===== src/rtl/cordic_pkg.sv =====
// Shared types and constants for the CORDIC range-reduction control stage.
// Provides the quarter/full-turn constants, the FSM state enum and the quadrant type.
package cordic_pkg;

    localparam longint unsigned DEG90  = 64'd900_000_000;
    localparam longint unsigned DEG360 = 64'd3_600_000_000;

    typedef enum logic [2:0] {
        IDLE,
        WRAP,
        QUAD,
        DRAIN,
        RUN,
        OUT
    } state_t;

    typedef logic [1:0] quad_t;

endpackage


===== src/rtl/cordic_range_ctrl_if.sv =====
// Handshake bundle for cordic_range_ctrl: angle in, sin/cos out, and core start/done.
// Ports: slave = control block side, master = environment (source, sink, core) side.
interface cordic_range_ctrl_if #(
    parameter int W = 32
);

    logic                in_valid;
    logic                in_ready;
    logic signed [W-1:0] in_angle;
    logic                out_valid;
    logic                out_ready;
    logic signed [W-1:0] out_sine;
    logic signed [W-1:0] out_cosine;
    logic                cordic_s;
    logic        [W-1:0] cordic_angle;
    logic                cordic_done;
    logic signed [W-1:0] cordic_sine;
    logic signed [W-1:0] cordic_cosine;

    modport slave (
        input  in_valid, in_angle, out_ready,
        input  cordic_done, cordic_sine, cordic_cosine,
        output in_ready, out_valid, out_sine, out_cosine,
        output cordic_s, cordic_angle
    );

    modport master (
        output in_valid, in_angle, out_ready,
        output cordic_done, cordic_sine, cordic_cosine,
        input  in_ready, out_valid, out_sine, out_cosine,
        input  cordic_s, cordic_angle
    );

endinterface


===== src/rtl/cordic_quad_fix.sv =====
// Maps first-quadrant core sine/cosine to the full circle by quadrant swap/negate.
// Ports: quad_i quadrant, s_i/c_i core sine/cosine, sin_o/cos_o signed results.
import cordic_pkg::*;

module cordic_quad_fix #(
    parameter int W = 32
) (
    input  quad_t               quad_i,
    input  logic signed [W-1:0] s_i,
    input  logic signed [W-1:0] c_i,
    output logic signed [W-1:0] sin_o,
    output logic signed [W-1:0] cos_o
);

    // Core outputs are non-negative, so negation never overflows.
    always_comb begin
        cos_o = c_i;
        sin_o = s_i;
        unique case (quad_i)
            2'd0: begin cos_o = c_i;  sin_o = s_i;  end
            2'd1: begin cos_o = -s_i; sin_o = c_i;  end
            2'd2: begin cos_o = -c_i; sin_o = -s_i; end
            2'd3: begin cos_o = s_i;  sin_o = -c_i; end
        endcase
    end

endmodule


===== src/rtl/cordic_range_ctrl.sv =====
// Reduces a signed angle to [0,90deg), runs the CORDIC core, and fixes up the quadrant.
// Ports: clk, rst_n (async active-low), bus (slave side of cordic_range_ctrl_if).
import cordic_pkg::*;

module cordic_range_ctrl #(
    parameter int         W      = 32,
    parameter logic [W:0] DEG90  = (W+1)'(cordic_pkg::DEG90),
    parameter logic [W:0] DEG360 = (W+1)'(cordic_pkg::DEG360)
) (
    input logic                clk,
    input logic                rst_n,
    cordic_range_ctrl_if.slave bus
);

    state_t              state_q, state_d;
    logic        [W:0]   acc_q, acc_d;
    quad_t               quad_q, quad_d;
    logic        [W-1:0] cang_q, cang_d;
    logic signed [W-1:0] sin_q, sin_d;
    logic signed [W-1:0] cos_q, cos_d;
    logic signed [W-1:0] fix_sin, fix_cos;

    cordic_quad_fix #(.W(W)) u_fix (
        .quad_i (quad_q),
        .s_i    (bus.cordic_sine),
        .c_i    (bus.cordic_cosine),
        .sin_o  (fix_sin),
        .cos_o  (fix_cos)
    );

    always_ff @(posedge clk or negedge rst_n) begin
        if (!rst_n) begin
            state_q <= IDLE;
            acc_q   <= '0;
            quad_q  <= '0;
            cang_q  <= '0;
            sin_q   <= '0;
            cos_q   <= '0;
        end else begin
            state_q <= state_d;
            acc_q   <= acc_d;
            quad_q  <= quad_d;
            cang_q  <= cang_d;
            sin_q   <= sin_d;
            cos_q   <= cos_d;
        end
    end

    always_comb begin
        state_d = state_q;
        unique case (state_q)
            IDLE:  if (bus.in_valid) state_d = WRAP;
            WRAP:  state_d = QUAD;
            QUAD:  if (acc_q < DEG90) state_d = DRAIN;
            // Wait for the core to leave done before starting it again.
            DRAIN: if (!bus.cordic_done) state_d = RUN;
            RUN:   if (bus.cordic_done) state_d = OUT;
            OUT:   if (bus.out_ready) state_d = IDLE;
            default: state_d = IDLE;
        endcase
    end

    always_comb begin
        acc_d  = acc_q;
        quad_d = quad_q;
        cang_d = cang_q;
        sin_d  = sin_q;
        cos_d  = cos_q;
        unique case (state_q)
            IDLE: begin
                if (bus.in_valid) begin
                    acc_d  = {bus.in_angle[W-1], bus.in_angle};
                    quad_d = '0;
                end
            end
            WRAP: begin
                // Input span of +-214.7deg needs at most one correction.
                if (acc_q[W]) begin
                    acc_d = acc_q + DEG360;
                end else if (acc_q >= DEG360) begin
                    acc_d = acc_q - DEG360;
                end
            end
            QUAD: begin
                if (acc_q >= DEG90) begin
                    acc_d  = acc_q - DEG90;
                    quad_d = quad_q + 2'd1;
                end else begin
                    cang_d = acc_q[W-1:0];
                end
            end
            RUN: begin
                if (bus.cordic_done) begin
                    sin_d = fix_sin;
                    cos_d = fix_cos;
                end
            end
            default: ;
        endcase
    end

    // in_ready is gated by rst_n so it stays low while reset is held.
    always_comb begin
        bus.in_ready  = (state_q == IDLE) && rst_n;
        bus.out_valid = (state_q == OUT);
        bus.cordic_s  = (state_q == RUN);
    end

    assign bus.cordic_angle = cang_q;
    assign bus.out_sine     = sin_q;
    assign bus.out_cosine   = cos_q;

endmodule


===== src/flat_wrapper.sv =====
// flat-port wrapper written by rule: the top's interface ports become plain ports
module cordic_range_ctrl_flat 
#(
    parameter int         W      = 32,
    parameter logic [W:0] DEG90  = (W+1)'(cordic_pkg::DEG90),
    parameter logic [W:0] DEG360 = (W+1)'(cordic_pkg::DEG360)
)
  (clk, rst_n, bus_in_valid, bus_in_angle, bus_out_ready, bus_cordic_done, bus_cordic_sine, bus_cordic_cosine, bus_in_ready, bus_out_valid, bus_out_sine, bus_out_cosine, bus_cordic_s, bus_cordic_angle);
  cordic_range_ctrl_if #(.W(W)) bus_i ();
  input logic clk;
  input logic rst_n;
  input wire logic [$bits(bus_i.in_valid)-1:0] bus_in_valid;
  input wire logic [$bits(bus_i.in_angle)-1:0] bus_in_angle;
  input wire logic [$bits(bus_i.out_ready)-1:0] bus_out_ready;
  input wire logic [$bits(bus_i.cordic_done)-1:0] bus_cordic_done;
  input wire logic [$bits(bus_i.cordic_sine)-1:0] bus_cordic_sine;
  input wire logic [$bits(bus_i.cordic_cosine)-1:0] bus_cordic_cosine;
  output wire logic [$bits(bus_i.in_ready)-1:0] bus_in_ready;
  output wire logic [$bits(bus_i.out_valid)-1:0] bus_out_valid;
  output wire logic [$bits(bus_i.out_sine)-1:0] bus_out_sine;
  output wire logic [$bits(bus_i.out_cosine)-1:0] bus_out_cosine;
  output wire logic [$bits(bus_i.cordic_s)-1:0] bus_cordic_s;
  output wire logic [$bits(bus_i.cordic_angle)-1:0] bus_cordic_angle;
  assign bus_i.in_valid = bus_in_valid;
  assign bus_i.in_angle = bus_in_angle;
  assign bus_i.out_ready = bus_out_ready;
  assign bus_i.cordic_done = bus_cordic_done;
  assign bus_i.cordic_sine = bus_cordic_sine;
  assign bus_i.cordic_cosine = bus_cordic_cosine;
  assign bus_in_ready = bus_i.in_ready;
  assign bus_out_valid = bus_i.out_valid;
  assign bus_out_sine = bus_i.out_sine;
  assign bus_out_cosine = bus_i.out_cosine;
  assign bus_cordic_s = bus_i.cordic_s;
  assign bus_cordic_angle = bus_i.cordic_angle;
  cordic_range_ctrl #(.W(W), .DEG90(DEG90), .DEG360(DEG360)) u_core (.clk(clk), .rst_n(rst_n), .bus(bus_i));
endmodule

===== config.mk =====
export PLATFORM = sky130hd
export DESIGN_NAME = cordic_range_ctrl_flat
export DESIGN_NICKNAME = d
export VERILOG_FILES = /design/src/rtl/cordic_pkg.sv /design/src/rtl/cordic_range_ctrl_if.sv /design/src/rtl/cordic_quad_fix.sv /design/src/rtl/cordic_range_ctrl.sv /design/src/flat_wrapper.sv
export SDC_FILE = /design/constraint.sdc
export NUM_CORES = 1
export LEC_CHECK = 0
export ABC_AREA = 1
export CAP_MARGIN = 20
export CORE_MARGIN = 1.5
export CORE_UTILIZATION = 56
export CTS_BUF_LIST = sky130_fd_sc_hd__clkbuf_4
export CTS_CLUSTER_SIZE = 20
export DETAILED_ROUTE_END_ITERATION = 8
export PLACE_DENSITY = 0.84
export SETUP_SLACK_MARGIN = 0.2
export SYNTH_ARGS = -nofsm -noshare
export SYNTH_HDL_FRONTEND = slang
export SYNTH_SLANG_ARGS = --single-unit

===== constraint.sdc =====
create_clock -name clk -period 2.4 [get_ports clk]
set_input_delay 0.36 -clock clk [delete_from_list [all_inputs] [get_ports clk]]
set_output_delay 0.36 -clock clk [all_outputs]
set_load 0.005 [all_outputs]

==> results.toml <==
[outcome]
outcome = "finished clean"

[clocking]
cts_buffers = 17
cts-root-buf = "clkbuf_4"
clk_pin_slew_ps = 190
clock-sinks = 134
cts_tree = "built"
clkLatencyLatePin_ps = 620
htreeDepth = 4
cts_buffer_depth = 2

[layout]
syn_to_final_growth_pct = 34.92
nets = 2276
fillers = 1548
design_area_sq_um = 15390
layout-drive-gt1-share_pct = 16.18

[logic_synthesis]
synth_fp_nets = 1950
ys_seq_area_share_pct = 29.41
synth_area_leader_cell = "dfrtp_1"
synth_most_common_cell = "nand2_1"
synth_ff_type = "dfrtp_1"
synth.cell_area_sq_um = 11400
yosys.area.top_type_share_pct = 29.41
yosysWarnings = 0
synth_edf_count = 0
syn_inst = 1836
synth-async-reset-ratio_pct = 100.0
synth_area_per_cell_sq_um = 6.211
synth_commonest_cells = "nand2_1, nand3_1, nor2_1"
synth_seq_cells = 134
netlist_top_cells_area = "dfrtp_1, nand2_1, nand3_1"
synth_cell_types = 48

[place]
hpwl_um = 34290
dpl_cell_area_sq_um = 14610
pre_cts_slack_ps = -101.0
portBuffers = 199
gp_congestion = 1.112

[sta]
worst_slack_ps = 208.2
whs_ps = 57.84
rsz0062_at_grt = "yes"
fmaxAchievable_mhz = 456.2
finalCriticalPeriod_ps = 2192
slew_violations = 0
slew_headroom_pct = 47.39
timing.setup.tns_ps = 0
finalSetupViolations = 0
hold_viol = 0
fin_worst_skew_ps = 37.97
post-route-period-util_pct = 91.33
tightest_slew_ps = 789.2

[floorplan]
top_level_ports = 200
rows = 52
coreArea_sq_um = 20100
die_y_um = 145.7
die_w_um = 145.7
dieArea_sq_um = 21230
initial_core_util_pct = 56.72

[global_routing]
grt_first_pass_wirelength_um = 71700
grt_use_total_pct = 42.62
grt_max_degree = 101
grt_pass1_vias = 13950
grt_remaining_overflow = 0
antenna_found_initial = 1

[critical_path]
endpoint_kind = "flop"
cp_slowest_cell = "dfrtp_1"
critPathMaxFanout = 5
cpMostUsedCell = "nand2_1"
worstSetupPathType = "reg2reg"
arrival_ps = 2690
crit_required_ps = 2900
regToRegSetupSlack_ps = 210
start_kind = "flop"
cp_top_family = "simple AND/OR/NAND/NOR gates"
critPathMaxStageDelay_ps = 450
crit_chain = "buf_4 -> nand2_2 -> inv_1 -> nand2_1 -> nand2_1 -> nand3_1 -> nand3_4 -> nor2_4 -> nor2_8 -> buf_12 -> clkbuf_16 -> nand2_1 -> o21ai_1"
critical_path_buf_inv_count = 4

[worst_hold_path]
hold_class = "in2async"

[pwr]
ir_drop_mv = 0.9872
p_per_area_nw_per_um2 = 1137
power_mw = 17.49
p_leak_nw = 7.188

[route]
via_per_inst = 6.100
dr.pass1.iters = 6
vias = 14920
drtIter0Drc = 1797
drt_wl_total_um = 47250
antenna_left = 0
wl_per_cell_um = 19.32
drc_errors = 0

[run]
maxCapViolations = 0
==> power breakdown <==
group	total, mW	switching (mW)	internal (mW)
combinational	11.6	6.85	4.76
sequential	4.12	0.856	3.26
clock	1.76	1.18	0.584
==> area by class of cell <==
cell class | count | area [sq um] | share of cell area (%)
inverter | 173 | 678.2 | 4.408
clock buffer | 17 | 127.6 | 0.8295
timing repair buffer | 390 | 3531 | 22.95
tap | 270 | 337.8 | 2.196
multi-input combinational | 1446 | 7158 | 46.52
sequential | 134 | 3369 | 21.90
antenna | 1 | 2.502 | 0.01626
clock inverter | 15 | 181.4 | 1.179
==> cell usage in the layout (no fill, tap or decap), types with 5 or more instances in the layout <==
master / Yosys / final
buf_4: 8 / 182
or2_2: 6 / 6
nor2_4: 6 / 14
o211ai_1: 17 / 17
inv_1: 152 / 144
nor2_1: 180 / 162
ha_1: 13 / 9
nor3_1: 18 / 18
nand3_1: 207 / 204
inv_8: 0 / 6
dfrtp_2: 0 / 13
nand2_2: 6 / 14
nand2_1: 547 / 539
nand4_1: 31 / 31
o21ai_0: 157 / 154
nor4_1: 9 / 9
xor2_1: 33 / 33
dfrtp_1: 134 / 121
o221ai_1: 7 / 7
o2111ai_1: 7 / 7
a31oi_1: 6 / 6
clkbuf_4: 0 / 17
nand3b_1: 5 / 5
a21oi_1: 120 / 117
clkdlybuf4s50_1: 0 / 195
inv_2: 14 / 17
o21ai_1: 13 / 14
o22ai_1: 14 / 13
mux2_2: 8 / 8
nor2_2: 8 / 19
==> cells by family (layout without fill, tap and decap cells) <==
family / count (synthesis) / after routing / synth area share [%]
AO/OA/AOI/OAI: 352 / 352 / 16.77
XOR/XNOR: 34 / 34 / 2.611
adder cells (fa/ha/maj): 13 / 13 / 1.426
buffers and inverters: 257 / 595 / 9.557
flip-flops: 134 / 134 / 29.41
multiplexers: 8 / 8 / 0.7900
other: 0 / 1 / 0
AND/OR/NAND/NOR: 1038 / 1039 / 39.44
==> layer usage <==
| layer | up-vias | wire length, um | global-route usage [%] | share of wire (%) |
|---|---|---|---|---|
| met5 | - | 0 | 0 | 0 |
| met2 | 1125 | 21540 | 70.69 | 46 |
| li1 | 6742 | - | - | - |
| met1 | 6750 | 17190 | 52.05 | 36 |
| met4 | 0 | 3521 | 25.87 | 7.5 |
| met3 | 304 | 4992 | 7.147 | 11 |
==> worst paths after layout <==
check                                       startpoint                endpoint  cells after the start
worst max-delay path                  u_core.acc_q[15]        u_core.acc_q[12]                     13
worst min-delay path                             rst_n  u_core.bus.out_sine[5]                      2
worst max register to register        u_core.acc_q[15]        u_core.acc_q[12]                     13
worst min register to register  u_core.bus.out_sine[9]  u_core.bus.out_sine[9]                      2
max in group asynchronous                        rst_n        u_core.acc_q[29]                      4
min in group clk                       bus_in_angle[3]         u_core.acc_q[3]                      2
==> through the flow <==
step,utilization (%),cells
after CTS,74.46,2426
after global routing,76.53,2446
after detailed placement,72.68,2391
after floorplan,-,1836
after global placement,72.68,2391
final,76.53,2446
==> sequential cells by signal, indices dropped and copies added (netlist names) <==
register / flops
u_core.bus.out_cosine: 32
u_core.state_q: 3
u_core.bus.out_sine: 32
u_core.bus.cordic_angle: 32
u_core.acc_q: 33
u_core.quad_q: 2
==> what timing repair did <==
| item | 4_1_cts | 5_1_grt |
|---|---|---|
| gates resized for setup | 15 | 79 |
| endpoints found under the setup margin | 43 | 66 |
| endpoints found under the hold margin | 54 | 0 |
| gates cloned | 0 | 3 |
| pin swaps | 0 | 14 |
| buffers inserted | 2 | 15 |
| hold buffers | 1 | 0 |
No activity file was read; power rests on OpenSTA's default activity.
